==> src/rtl/serial_subtractor.sv <==
// Bit-serial two's-complement subtractor: Diff = A - B - Bin, LSB first, one bit per clock.
// A single borrow flop carries between bits; results commit with a one-cycle done pulse.
module serial_subtractor #(
    parameter int WIDTH = 8
) (
    input  logic             clk,
    input  logic             rst_n,
    input  logic             start,
    input  logic [WIDTH-1:0] A,
    input  logic [WIDTH-1:0] B,
    input  logic             Bin,
    output logic             busy,
    output logic             done,
    output logic [WIDTH-1:0] Diff,
    output logic             Bout,
    output logic             V
);

    localparam int CW = (WIDTH > 2) ? $clog2(WIDTH) : 1;
    localparam logic [CW-1:0] LAST = CW'(WIDTH - 1);

    typedef enum logic [1:0] {
        IDLE  = 2'd0,
        SHIFT = 2'd1,
        DONE  = 2'd2
    } state_t;

    state_t           state;
    logic [WIDTH-1:0] a_sh;
    logic [WIDTH-1:0] b_sh;
    logic [WIDTH-1:0] res_sh;
    logic [CW-1:0]    cnt;
    logic             borrow;
    logic             a_msb;
    logic             b_msb;

    logic             d;
    logic             w_next;
    logic [WIDTH-1:0] res_next;

    // NOTE: every always_comb output gets a default first so no path can infer a latch.
    always_comb begin
        d        = 1'b0;
        w_next   = 1'b0;
        res_next = res_sh;
        d        = a_sh[0] ^ b_sh[0] ^ borrow;
        w_next   = (~a_sh[0] & b_sh[0]) | (~(a_sh[0] ^ b_sh[0]) & borrow);
        res_next = {d, res_sh[WIDTH-1:1]};
    end

    // NOTE: sequential state uses non-blocking assignments only, so every flop samples pre-edge values.
    always_ff @(posedge clk or negedge rst_n) begin
        if (!rst_n) begin
            state  <= IDLE;
            a_sh   <= '0;
            b_sh   <= '0;
            res_sh <= '0;
            cnt    <= '0;
            borrow <= 1'b0;
            a_msb  <= 1'b0;
            b_msb  <= 1'b0;
            busy   <= 1'b0;
            done   <= 1'b0;
            Diff   <= '0;
            Bout   <= 1'b0;
            V      <= 1'b0;
        end else begin
            case (state)
                IDLE, DONE: begin
                    done <= 1'b0;
                    if (start) begin
                        a_sh   <= A;
                        b_sh   <= B;
                        res_sh <= '0;
                        borrow <= Bin;
                        cnt    <= '0;
                        // The shifters lose the MSBs, so keep them for the overflow term.
                        a_msb  <= A[WIDTH-1];
                        b_msb  <= B[WIDTH-1];
                        state  <= SHIFT;
                        busy   <= 1'b1;
                    end else begin
                        state  <= IDLE;
                        busy   <= 1'b0;
                    end
                end
                SHIFT: begin
                    a_sh   <= a_sh >> 1;
                    b_sh   <= b_sh >> 1;
                    res_sh <= res_next;
                    borrow <= w_next;
                    cnt    <= cnt + CW'(1);
                    if (cnt == LAST) begin
                        state <= DONE;
                        busy  <= 1'b0;
                        done  <= 1'b1;
                        Diff  <= res_next;
                        Bout  <= w_next;
                        V     <= (a_msb != b_msb) & (d != a_msb);
                    end
                end
                default: begin
                    state <= IDLE;
                    busy  <= 1'b0;
                    done  <= 1'b0;
                end
            endcase
        end
    end

endmodule

==> config.mk <==
export PLATFORM = sky130hd
export DESIGN_NAME = serial_subtractor
export DESIGN_NICKNAME = d
export VERILOG_FILES = /design/src/rtl/serial_subtractor.sv
export SDC_FILE = /design/constraint.sdc
export NUM_CORES = 1
export LEC_CHECK = 0
export ABC_AREA = 1
export BUFFER_PORTS_ARGS = -buffer_cell sky130_fd_sc_hd__clkbuf_2
export CAP_MARGIN = 20
export CORE_MARGIN = 4
export CORE_UTILIZATION = 42
export CTS_CLUSTER_SIZE = 30
export DETAILED_ROUTE_END_ITERATION = 7
export SLEW_MARGIN = 15
export SYNTH_ARGS = -nofsm -noshare
export SYNTH_HDL_FRONTEND = slang
export SYNTH_SLANG_ARGS = --single-unit
==> constraint.sdc <==
create_clock -name clk -period 1.3 [get_ports clk]
set_input_delay 0.065 -clock clk [delete_from_list [all_inputs] [get_ports clk]]
set_output_delay 0.065 -clock clk [all_outputs]
set_load 0.01 [all_outputs]
==> out/summary.md <==
Global routing
* maximum number of pins on one net before global-route repair: 43
* total global routing track utilization: 14.4%
* vias in the first global route: 1548
* first-pass GRT wire length: 6790 µm
* initial antenna violation count: 0
* GR Overflow Total: 0

Detailed routing
* post-detailed-route via-to-cell ratio: 4.56
* vias after detailed routing: 1531
* wire length per cell: 11.5 µm
* total DRC errors in the routed layout: 0
* number of DRC markers in iteration 0: 80
* first drt pass iteration count: 4
* remaining antenna violation count: 0
* post-detailed-routing wire length: 3880 µm

Synthesis
* net count of the mapped netlist: 261
* Yosys Warn Count: 0
* top area cells in the synthesized netlist: sky130_fd_sc_hd__dfrtp_1 53%, sky130_fd_sc_hd__nand2_1 15%, sky130_fd_sc_hd__inv_1 7.9%
* flip-flop and latch count after synthesis: 42
* Post-synth top cells: 80 x sky130_fd_sc_hd__nand2_1, 42 x sky130_fd_sc_hd__dfrtp_1, 42 x sky130_fd_sc_hd__inv_1
* asr flop ratio synth: 100%
* synth unique cells: 18
* netlist area before placement: 0.00200 mm²
* synthesized instance count: 238
* cell with the most instances after synthesis: sky130_fd_sc_hd__nand2_1
* ys flop type: sky130_fd_sc_hd__dfrtp_1
* EDFF count, synth: 0
* proportion of synthesized chip area in sequential cells: 52.5%
* proportion of netlist area held by the largest area contributor: 52.5%
* Avg Inst Size Synth: 8.41 µm²
* leading area contributor after synthesis: sky130_fd_sc_hd__dfrtp_1

Worst setup path
* crit path kind: reg -> reg
* worst path arrival time: 1530 ps
* largest fanout of any net on the critical path: 4
* critical path's largest stage delay: 590 ps
* kind of end point of the critical path: flop
* required time of the worst setup path: 1500 ps
* startpoint type of the worst setup path: flop
* cell type with the highest occurrence count on the critical path: sky130_fd_sc_hd__nand2_1
* cell breakdown of the critical path: inv_2 -> fa_2 -> nor2_1 -> nand2_1 -> nand2_1 -> nand2_1 -> nand2_1
* CP max-delay cell: sky130_fd_sc_hd__fa_2

Cells and area
* share of final-layout standard cells stronger than drive strength 1: 26.4%
* number of fill cells: 431
* antenna cell count: 0
* Layout Utilization: 53.4%
* area taken by flip-flops and latches: 0.00105 mm²
* area grow syn2layout: 19.4%
* # nets final: 306
* area of the multi-input gates: 717 µm²

Timing
* crit path setup slack, layout: -33.7 ps
* maximum operating frequency: 0.750 GHz
* number of hold violations in the final report: 0
* time the final worst path needs with I/O delays and setup: 1330 ps
* fin. max-slew vios: 0
* Rel. slew slack: 84.7%
* final hold slack: 14.2 ps
* unrepaired setup endpoints after global routing: yes
* pin slew with the least headroom to its limit: 229 ps
* final-report setup violation count: 1
* post-route fraction of the period consumed by the critical path: 103%
* worst-case clock skew: 9.30 ps

CTS
* clock root buffer master: sky130_fd_sc_hd__clkbuf_8
* TritonCTS sink count: 42
* register clock-pin slew on the reported worst setup and hold paths: 80 ps
* clock latency on the worst-skew pair: 300 ps
* CTS tree: built
* buffer depth of the longest clock path: 2
* deepest level of the CTS H-tree: 2
* number of buffers created by CTS: 5

Hold path
* Hold WC Path Type: in -> reg

Power and ir drop
* P_sw: 2.47 mW
* Seq pwr share: 37.7%
* Comb pwr share: 47.5%
* Worst IR Drop VDD: 1010 µV
* Pint: 3.53 mW
* sw frac: 41.1%
* power share of the clock group: 14.8%
* Leakage Power: 1.36 nW
* power density over the cells: 2510 mW/mm²

Status
* status: complete, but fails checks
* failing checks: negative setup slack

Placement
* Buffers on Ports: 31
* worst slack at placement: -50.5 ps
* HPWL reported at the end of detailed placement: 2650 µm
* final weighted congestion in routability-driven placement: 0.720

Floorplan
* placement row count: 24
* core area: 0.00447 mm²
* initial cell density of the core: 44.7%
* full die area: 0.00593 mm²
* ports placed on the boundary: 32
* die span in x: 77.0 µm
* die span in y: 77.0 µm

Flow run
* maxcap violations: 0

==> metrics by stage <==
| step | std cells | total power, mW | cell area, µm² | TNS, ps |
|---|---|---|---|---|
| 3_3_place_gp | 323 | 5.02 | 2240 | -27.9 |
| 3_5_place_dp | 323 | 5.06 | 2240 | -50.5 |
| 6_report | 336 | 6.00 | 2390 | -33.7 |
| 4_1_cts | 334 | 6.00 | 2360 | -53.6 |
| 2_1_floorplan | 238 | 4.36 | 2000 | 0 |
| 5_1_grt | 336 | 6.65 | 2390 | -127 |
==> repair_timing <==
action / CTS / global route
endpoints found under the setup margin: 1 / 14
cloned: 0 / 1
resized for setup: 1 / 6
pin swaps: 2 / 1
hold buffers: 2 / 0
buffers inserted: 1 / 1
hold endpoints to repair: 43 / 0
==> registers in the layout (all words and copies together), names as in the netlist <==
name and flops:
res_sh 7, Diff 8, V 1, state 1, cnt 3, Bout 1, borrow 1, b_sh 8
done 1, busy 1, b_msb 1, a_sh 8, a_msb 1
==> power by group through the flow <==
stage | Clock (mW) | Combinational (mW) | Sequential, mW
final | 0.886 | 2.85 | 2.26
after global routing | 0.990 | 3.32 | 2.34
after CTS | 0.921 | 2.83 | 2.25
after detailed placement | 0 | 2.79 | 2.28
after global placement | 0 | 2.76 | 2.26
after floorplan | 0 | 2.06 | 2.29
==> path summary, 6_finish.rpt <==
path	from	to	slack, ps	depth (start not counted)
max	b_sh[0]$_DFFE_PN0P_	V$_DFFE_PN0P_	-30	7
min	B[7]	b_msb$_DFFE_PN0P_	10	3
max reg2reg	b_sh[0]$_DFFE_PN0P_	V$_DFFE_PN0P_	-30	7
min reg2reg	cnt[1]$_DFFE_PN0P_	cnt[1]$_DFFE_PN0P_	480	2
max in group asynchronous	rst_n	state[0]$_DFFE_PN0P_	790	3
min in group asynchronous	rst_n	Diff[3]$_DFFE_PN0P_	280	3
==> logic make-up (layout without fill, tap and decap cells) <==
family / after synthesis / after routing / share of synthesized area [%]
compound gates: 20 / 20 / 6.50
fa+ha+maj: 3 / 3 / 2.25
buf+inv: 54 / 99 / 12.6
flops: 42 / 42 / 52.5
simple gates: 119 / 120 / 26.1
==> cell usage in the layout, fill, tap and decap left out, types with 3 or more instances in the layout <==
master	instances
sky130_fd_sc_hd__nand3_1	31
sky130_fd_sc_hd__dfrtp_1	41
sky130_fd_sc_hd__nand2_1	80
sky130_fd_sc_hd__inv_2	3
sky130_fd_sc_hd__o21ai_2	8
sky130_fd_sc_hd__o21ai_0	6
sky130_fd_sc_hd__clkbuf_2	31
sky130_fd_sc_hd__inv_1	40
sky130_fd_sc_hd__o21ai_1	5
sky130_fd_sc_hd__buf_4	12
sky130_fd_sc_hd__nand2_4	5
sky130_fd_sc_hd__clkbuf_8	6
==> worst max-delay path: cells and delay by family, from the launching register on <==
family        cells  cell delay (ps)
fa+ha+maj         1              590
simple gates      5              230
flops             1              370
buf+inv           1               50
==> layout make-up <==
type	count	share of cell area (%)
Multi-Input combinational cell	143	30.0
Clock inverter	2	0.524
Inverter	45	7.28
Sequential cell	42	44.1
Clock buffer	6	3.46
Timing Repair Buffer	46	11.9
Tap cell	52	2.72
==> routing by layer <==
| layer | global-route usage (%) | vias up | routed length (µm) |
|---|---|---|---|
| met5 | 0 | - | 0 |
| li1 | - | 807 | - |
| met3 | 4.45 | 6 | 139 |
| met1 | 18.7 | 696 | 1950 |
| met2 | 22.5 | 22 | 1720 |
| met4 | 5.69 | 0 | 64 |
No activity file was read; power rests on OpenSTA's default activity.
